==> config.mk <==
export PLATFORM = sky130hd
export DESIGN_NAME = puf_race_reader
export DESIGN_NICKNAME = d
export VERILOG_FILES = /design/src/rtl/puf_race_reader.sv
export SDC_FILE = /design/constraint.sdc
export NUM_CORES = 1
export LEC_CHECK = 0
export BUFFER_PORTS_ARGS = -buffer_cell sky130_fd_sc_hd__buf_2
export CAP_MARGIN = 30
export CORE_MARGIN = 10
export CORE_UTILIZATION = 40
export DETAILED_ROUTE_END_ITERATION = 12
export MAX_ROUTING_LAYER = met4
export PLACE_DENSITY = 0.61
export SLEW_MARGIN = 0
export SYNTH_ARGS = -nofsm -noshare
export SYNTH_HDL_FRONTEND = slang
export SYNTH_SLANG_ARGS = --single-unit
==> constraint.sdc <==
create_clock -name clk -period 4.3 [get_ports clk]
set_input_delay 0.86 -clock clk [delete_from_list [all_inputs] [get_ports clk]]
set_output_delay 0.86 -clock clk [all_outputs]
set_load 0.01 [all_outputs]
==> src/rtl/puf_race_reader.sv <==
// Arbiter-PUF read-out controller: discharge, launch, arbitrate, vote, respond.
// Define PUF_MAJORITY_VOTE_EN for N_VOTES-race majority voting; otherwise one race per challenge.
module puf_race_reader #(
  parameter int N_STAGES      = 8,
  parameter int SETTLE_CYCLES = 16,
  parameter int N_VOTES       = 7
) (
  input  logic                clk,
  input  logic                rst_n,
  input  logic                chal_valid,
  output logic                chal_ready,
  input  logic [N_STAGES-1:0] challenge,
  output logic [N_STAGES-1:0] sel,
  output logic                launch,
  input  logic                race_top,
  input  logic                race_bot,
  output logic                resp_valid,
  input  logic                resp_ready,
  output logic                resp_bit,
  output logic [7:0]          resp_conf,
  output logic                timeout_err
);

  localparam int CW = $clog2(SETTLE_CYCLES + 1);
  localparam logic [CW-1:0] DIS_LAST  = CW'(SETTLE_CYCLES);
  localparam logic [CW-1:0] RACE_LAST = CW'(SETTLE_CYCLES - 1);

  if ((N_VOTES % 2) == 0 || N_VOTES < 1 || N_VOTES > 255) begin : g_bad_votes
    $error("N_VOTES must be odd and within 1..255");
  end

  typedef enum logic [2:0] {IDLE, DISCHARGE, LAUNCH, RACE, ACCUM, DONE} state_t;

  state_t                state, state_nxt;
  logic [CW-1:0]         cnt, cnt_nxt;
  logic                  vote, vote_nxt;
  logic [7:0]            ones, ones_nxt;
  logic                  to_nxt;
  logic [N_STAGES-1:0]   sel_nxt;
  logic                  last_vote;

`ifdef PUF_MAJORITY_VOTE_EN
  localparam logic [7:0] HALF     = 8'(N_VOTES / 2);
  localparam logic [7:0] VOTE_MAX = 8'(N_VOTES);
  logic [7:0] nvote, nvote_nxt;

  always_ff @(posedge clk or negedge rst_n) begin
    if (!rst_n) nvote <= '0;
    else        nvote <= nvote_nxt;
  end

  always_comb begin
    nvote_nxt = nvote;
    if (state == IDLE && chal_valid)
      nvote_nxt = '0;
    else if (state == ACCUM)
      nvote_nxt = nvote + 8'd1;
  end

  assign last_vote = (nvote + 8'd1) == VOTE_MAX;
`else
  localparam logic [7:0] HALF = 8'd0;
  assign last_vote = 1'b1;
`endif

  always_ff @(posedge clk or negedge rst_n) begin
    if (!rst_n) begin
      state       <= IDLE;
      cnt         <= '0;
      vote        <= 1'b0;
      ones        <= '0;
      timeout_err <= 1'b0;
      sel         <= '0;
    end else begin
      state       <= state_nxt;
      cnt         <= cnt_nxt;
      vote        <= vote_nxt;
      ones        <= ones_nxt;
      timeout_err <= to_nxt;
      sel         <= sel_nxt;
    end
  end

  always_comb begin
    state_nxt = state;
    cnt_nxt   = cnt;
    vote_nxt  = vote;
    ones_nxt  = ones;
    to_nxt    = timeout_err;
    sel_nxt   = sel;
    case (state)
      IDLE: if (chal_valid) begin
        sel_nxt   = challenge;
        ones_nxt  = '0;
        to_nxt    = 1'b0;
        cnt_nxt   = '0;
        state_nxt = DISCHARGE;
      end
      // Chain must be fully low before a fair race; give up after the settle window.
      DISCHARGE: begin
        if (!race_top && !race_bot) begin
          cnt_nxt   = '0;
          state_nxt = LAUNCH;
        end else if (cnt == DIS_LAST) begin
          to_nxt    = 1'b1;
          cnt_nxt   = '0;
          state_nxt = LAUNCH;
        end else begin
          cnt_nxt = cnt + CW'(1);
        end
      end
      LAUNCH: begin
        cnt_nxt   = '0;
        state_nxt = RACE;
      end
      // Tie resolves to 0 so only a clean top-path win counts as a 1.
      RACE: begin
        if (race_top || race_bot) begin
          vote_nxt  = race_top & ~race_bot;
          cnt_nxt   = '0;
          state_nxt = ACCUM;
        end else if (cnt == RACE_LAST) begin
          vote_nxt  = 1'b0;
          to_nxt    = 1'b1;
          cnt_nxt   = '0;
          state_nxt = ACCUM;
        end else begin
          cnt_nxt = cnt + CW'(1);
        end
      end
      ACCUM: begin
        ones_nxt  = ones + {7'd0, vote};
        state_nxt = last_vote ? DONE : DISCHARGE;
      end
      DONE: if (resp_ready) state_nxt = IDLE;
      default: state_nxt = IDLE;
    endcase
  end

  assign chal_ready = (state == IDLE);
  assign launch     = (state == LAUNCH) || (state == RACE);
  assign resp_valid = (state == DONE);
  assign resp_bit   = (state == DONE) && (ones > HALF);
  assign resp_conf  = (state == DONE) ? ones : 8'd0;

endmodule
==> impl_metrics.tcl, run 1 <==
set metrics [dict create \
    period_needed_ns 2.83 \
    leakage_nw 0.891 \
    ys_types 38 \
    regToRegSetupSlack_ns 2.10 \
    synth_ff_type "dfrtp_1" \
    max_freq_mhz 353 \
    cap_violations 0 \
    hpwl_mm 2.75 \
    rows 22 \
    antenna_found_initial 0 \
    numCtsBuffers 3 \
    synthTopCellsByCount "nand2_1 (43), dfrtp_1 (26), o21ai_0 (15), and3_1 (11), nor2_1 (10)" \
    die_h_microns 80.9 \
    hold_start "sel[3]" \
    yosysMostFrequentCell "nand2_1" \
    die-width_microns 80.9 \
    cts_resized 0 \
    hold-worst-slack_ns 0.479 \
    clock_path_buffers 2 \
    via_count 1286 \
    crit_type "reg -> out" \
    holdPathStages 2 \
    end_kind "output port" \
    tns_ns 0 \
    period_share 0.659 \
    hold_class "reg -> reg" \
    crit-reg2reg-launch "cnt[0]" \
    status "finished clean" \
    track_usage 0.115 \
    slew_headroom 0.416 \
    tritoncts "done" \
    grt_pass1_vias 1326 \
    start_kind "flip-flop" \
    dr.pass1.iters 4 \
    htreeDepth 1 \
    critPathMaxFanout 17 \
    syn-instance-count 166 \
    finalSetupViolCount 0 \
    critPathRequiredTime_ns 3.44 \
    gp_congestion 0.865 \
    synth_warnings 0 \
    io_pins 35 \
    syn_avg_cell_area_sq_um 8.95 \
    routedWlPerCell_microns 14.7 \
    pwr_density_cell_nw_per_um2 543 \
    fin_skew_ns 0.00700 \
    n_antenna_cell 0 \
    cp.arrival_ns 1.97 \
    synth_area_leader_cell "dfrtp_1" \
    worst_slew_pin_slew_ns 0.874 \
    port_buffers 34 \
    path_cells "nor2_1 -> and2_1 -> a21boi_0 -> buf_2" \
    r2r_cells 8 \
    synth_top_area_frac 0.438 \
    worstHoldEndpoint "sel[3]" \
    crit_path_max_incr_delay_ns 0.61 \
    rsz0062_at_grt "false" \
    grt_max_degree 27 \
    insertion_delay_ns 0.27 \
    totalWireLength_mm 3.58 \
    cts_hold_buf 0 \
    r2r-end "cnt[2]" \
    cp_slowest_cell "dfrtp_1" \
    drive_gt1_frac 0.230 \
    hold_violations 0 \
    async_reset_ff_frac 1.00 \
    synthTopCellsByArea "dfrtp_1 (44%), nand2_1 (11%), ha_1 (5.1%)" \
    cts_setup_buffers 0 \
    ys_ff_latch 26 \
    layout.nets 217 \
    drc 0 \
    clk_pin_slew_ns 0.09 \
    coreArea_sq_um 3630 \
    slew_viol_final 0 \
    clock_sinks 26 \
    synth_edf_count 0 \
    post_drt_via_cell_ratio 5.27 \
    area_growth_syn_to_layout_pct 15.8 \
    peakVddDrop_mv 0.206 \
    grt_pass1_wl_mm 6.06 \
    start_util 0.409 \
    syn-num-nets 186 \
    die-area_sq_um 6550 \
    cts-root-buf "clkbuf_8" \
    netlist_area_sq_um 1490 \
    drt_iter0_drc 112 \
    grt-ovfl-total 0 \
    ant_nets 0 \
    ys_seq_area_frac 0.438 \
]
-- power breakdown --
group	switching [mW]	internal, mW	total [mW]
combinational	0.216	0.145	0.361
sequential	0.102	0.315	0.417
clock	0.0732	0.0818	0.155
-- state kept, by name, summed over array words and instances, names as in the netlist --
| signal | count |
|---|---|
| ones | 8 |
| sel | 8 |
| cnt | 5 |
| state | 3 |
| timeout_err | 1 |
| vote | 1 |
-- kinds of logic (layout without fill, tap and decap cells) --
logic type                 Yosys count  in the layout  share of synthesized area
AOI/OAI and AO/OA                   32             32                      0.162
adders and majority gates            6              6                     0.0505
buffers and inverters               17             47                     0.0564
DFF                                 26             26                      0.438
muxes                                2              2                     0.0135
and+or+nand+nor                     83             83                      0.280
-- placed cells by master (no fill, tap or decap), types with 2 or more instances in the layout --
master     n
nand2_1   43
buf_2     34
dfrtp_1   26
o21ai_0   15
and3_1    11
nor2_1    10
inv_1      9
ha_1       6
nand3_1    4
clkbuf_8   4
nor4_1     3
a32o_1     3
nand4_1    3
and2_1     2
mux2i_1    2
-- through the flow --
step / util / worst slack [ns] / total power [mW] / area, sq um / cells
final: 0.473 / 1.47 / 0.934 / 1720 / 244
after global routing: 0.473 / 1.36 / 1.02 / 1720 / 244
after CTS: 0.473 / 1.52 / 0.944 / 1720 / 244
after detailed placement: 0.458 / 1.83 / 0.784 / 1670 / 240
after global placement: 0.458 / 2.00 / 0.771 / 1670 / 240
after floorplan: - / 2.09 / 0.672 / 1490 / 166
-- worst max-delay path: cells and delay by family (launching register included) --
family	cells	cell delay [ns]
simple gates	2	0.73
flops	1	0.61
compound gates	1	0.19
buf+inv	1	0.17
-- how the worst max path moves through the flow --
stage                     startpoint        to  cells past startpoint
final                       state[1]  resp_bit                      4
after global routing        state[2]  resp_bit                      5
after CTS                   state[1]  resp_bit                      4
after detailed placement    state[1]  resp_bit                      4
after global placement      state[1]  resp_bit                      4
after floorplan             state[2]  resp_bit                      5
-- layout make-up --
class / count / area, sq um
clock buffer: 4 / 55.1
fill: 363 / 1910
inverter: 9 / 33.8
multi-input combinational: 123 / 751
tap: 48 / 60.1
timing repair buffer: 34 / 170
sequential: 26 / 651
-- routing by layer --
| metal | wire [microns] | GRT usage | up-vias |
|---|---|---|---|
| li1 | - | - | 640 |
| met1 | 1590 | 0.134 | 621 |
| met2 | 1780 | 0.195 | 21 |
| met3 | 180 | 0.0265 | 4 |
| met4 | 23 | 0.0277 | 0 |
| met5 | 0 | - | - |
Power figures use the tool's default switching activity.
==> run 2: changes to the inputs <==
Settings changed: PLACE_DENSITY 0.61 to 0.64.
Clock period 4.3 ns to 2.3 ns, I/O delays scaled along.
==> impl_metrics.tcl, run 2 (synthesized netlist as in run 1, its figures left out) <==
set metrics [dict create \
    status "finished clean" \
    tritoncts "done" \
    crit_type "reg -> reg" \
    hold_violations 0 \
    slew_viol_final 0 \
    place_area_sq_um 1700 \
    area_growth_syn_to_layout_pct 19.0 \
    crit_family "simple AND/OR/NAND/NOR gates" \
    cp.arrival_ns 2.28 \
    via_count 1322 \
    total_power_mw 1.88 \
    grt_pass1_vias 1251 \
    dp.cells 244 \
    grt-ovfl-total 0 \
    final_util 0.487 \
    cap_violations 0 \
    worst_slew_pin_slew_ns 0.652 \
    grt_pass1_wl_mm 6.03 \
    path_cells "ha_1 -> nand3_1 -> inv_1 -> ha_1 -> or3_4 -> o22ai_4 -> nand2_1 -> o311ai_2" \
    path_buf_inv 1 \
    cp_common_cell "ha_1" \
    hold-worst-slack_ns 0.179 \
    n_antenna_cell 0 \
    post_drt_via_cell_ratio 5.33 \
    slew_headroom 0.565 \
    pwr_density_cell_nw_per_um2 1060 \
    period_needed_ns 2.09 \
    htreeDepth 1 \
    final_area_sq_um 1770 \
    drive_gt1_frac 0.250 \
    critPathRequiredTime_ns 2.48 \
    hold_class "in -> async" \
    routedWlPerCell_microns 14.5 \
    port_buffers 34 \
    peakVddDrop_mv 0.447 \
    cts-root-buf "clkbuf_8" \
    ant_nets 0 \
    die-area_sq_um 6550 \
    die_h_microns 80.9 \
    hpwl_mm 2.74 \
    place_ws_ns 0.240 \
    final_common_cell "nand2_1" \
    period_share 0.911 \
    drt_iter0_drc 102 \
    drc 0 \
    layout_setup_ws_ns 0.205 \
    dr.pass1.iters 4 \
    insertion_delay_ns 0.27 \
    numCtsBuffers 3 \
    rows 22 \
    tns_ns 0 \
    reg.largest.list "ones (8), sel (8), cnt (5)" \
    clock_sinks 26 \
    coreArea_sq_um 3630 \
    max_freq_mhz 477 \
    start_util 0.409 \
    io_pins 35 \
    start_kind "flip-flop" \
    cts_resized 0 \
    antenna_found_initial 0 \
    fin_skew_ns 0.00261 \
    cts_setup_buffers 0 \
    clock_path_buffers 2 \
    grt_max_degree 27 \
    track_usage 0.118 \
    die-width_microns 80.9 \
    layout_common_cells "nand2_1 (43), buf_2 (34), dfrtp_1 (25)" \
    critPathMaxFanout 5 \
    cp_slowest_cell "dfrtp_1" \
    clk_pin_slew_ns 0.09 \
    crit_path_max_incr_delay_ns 0.43 \
    gp_congestion 0.860 \
    fillers 363 \
    end_kind "flip-flop" \
    final_cell_count_no_fill 248 \
    totalWireLength_mm 3.59 \
    finalSetupViolCount 0 \
    leakage_nw 0.917 \
    layout.nets 221 \
    cts_hold_buf 0 \
    rsz0062_at_grt "false" \
]
-- run 2: cell types whose count changed in the layout (fill, tap and decap cells not counted), sizes merged --
cell	change
buf	+4
bufinv	+1
clkbuf	-1
-- run 2: final timing paths --
path | start | end | slack, ns | cells after the start
hold / removal | rst_n | state[0] | 0.18 | 1
min in group clk | challenge[2] | sel[2] | 0.37 | 3
setup / recovery | cnt[0] | cnt[2] | 0.21 | 8
max in group asynchronous | rst_n | state[2] | 1.70 | 1
setup reg to reg | cnt[0] | cnt[2] | 0.21 | 8
hold reg to reg | sel[4] | sel[4] | 0.48 | 2
-- run 2: cell type report --
| class | count | area, sq um | share of cell area |
|---|---|---|---|
| Clock buffer | 3 | 41.3 | 0.0234 |
| Tap cell | 48 | 60.1 | 0.0340 |
| Multi-Input combinational cell | 123 | 751 | 0.425 |
| Inverter | 9 | 33.8 | 0.0191 |
| Clock inverter | 1 | 30.0 | 0.0170 |
| Timing Repair Buffer | 38 | 200 | 0.113 |
| Sequential cell | 26 | 652 | 0.369 |
-- run 2: layer usage --
layer | track usage | vias to the layer above | routed length (microns) | share of wire
li1 | - | 647 | - | -
met1 | 0.147 | 629 | 1650 | 0.46
met2 | 0.179 | 40 | 1640 | 0.46
met3 | 0.0254 | 6 | 236 | 0.066
met4 | 0.0519 | 0 | 68 | 0.019
met5 | - | - | 0 | 0
-- run 2: power by group --
| group | internal (mW) | switching [mW] | leakage (nW) | total (mW) |
|---|---|---|---|---|
| registers | 0.592 | 0.152 | 0.334 | 0.744 |
| clock network | 0.233 | 0.148 | 0.0357 | 0.381 |
| logic | 0.307 | 0.444 | 0.546 | 0.751 |
-- run 2: worst reg2reg max path: cells and delay by family (launching register included) --
kind                     cells  cell delay, ns
AO/OA/AOI/OAI                2            0.41
flip-flops                   1            0.43
adder cells (fa/ha/maj)      2            0.46
AND/OR/NAND/NOR              3            0.66
buffers and inverters        1            0.05
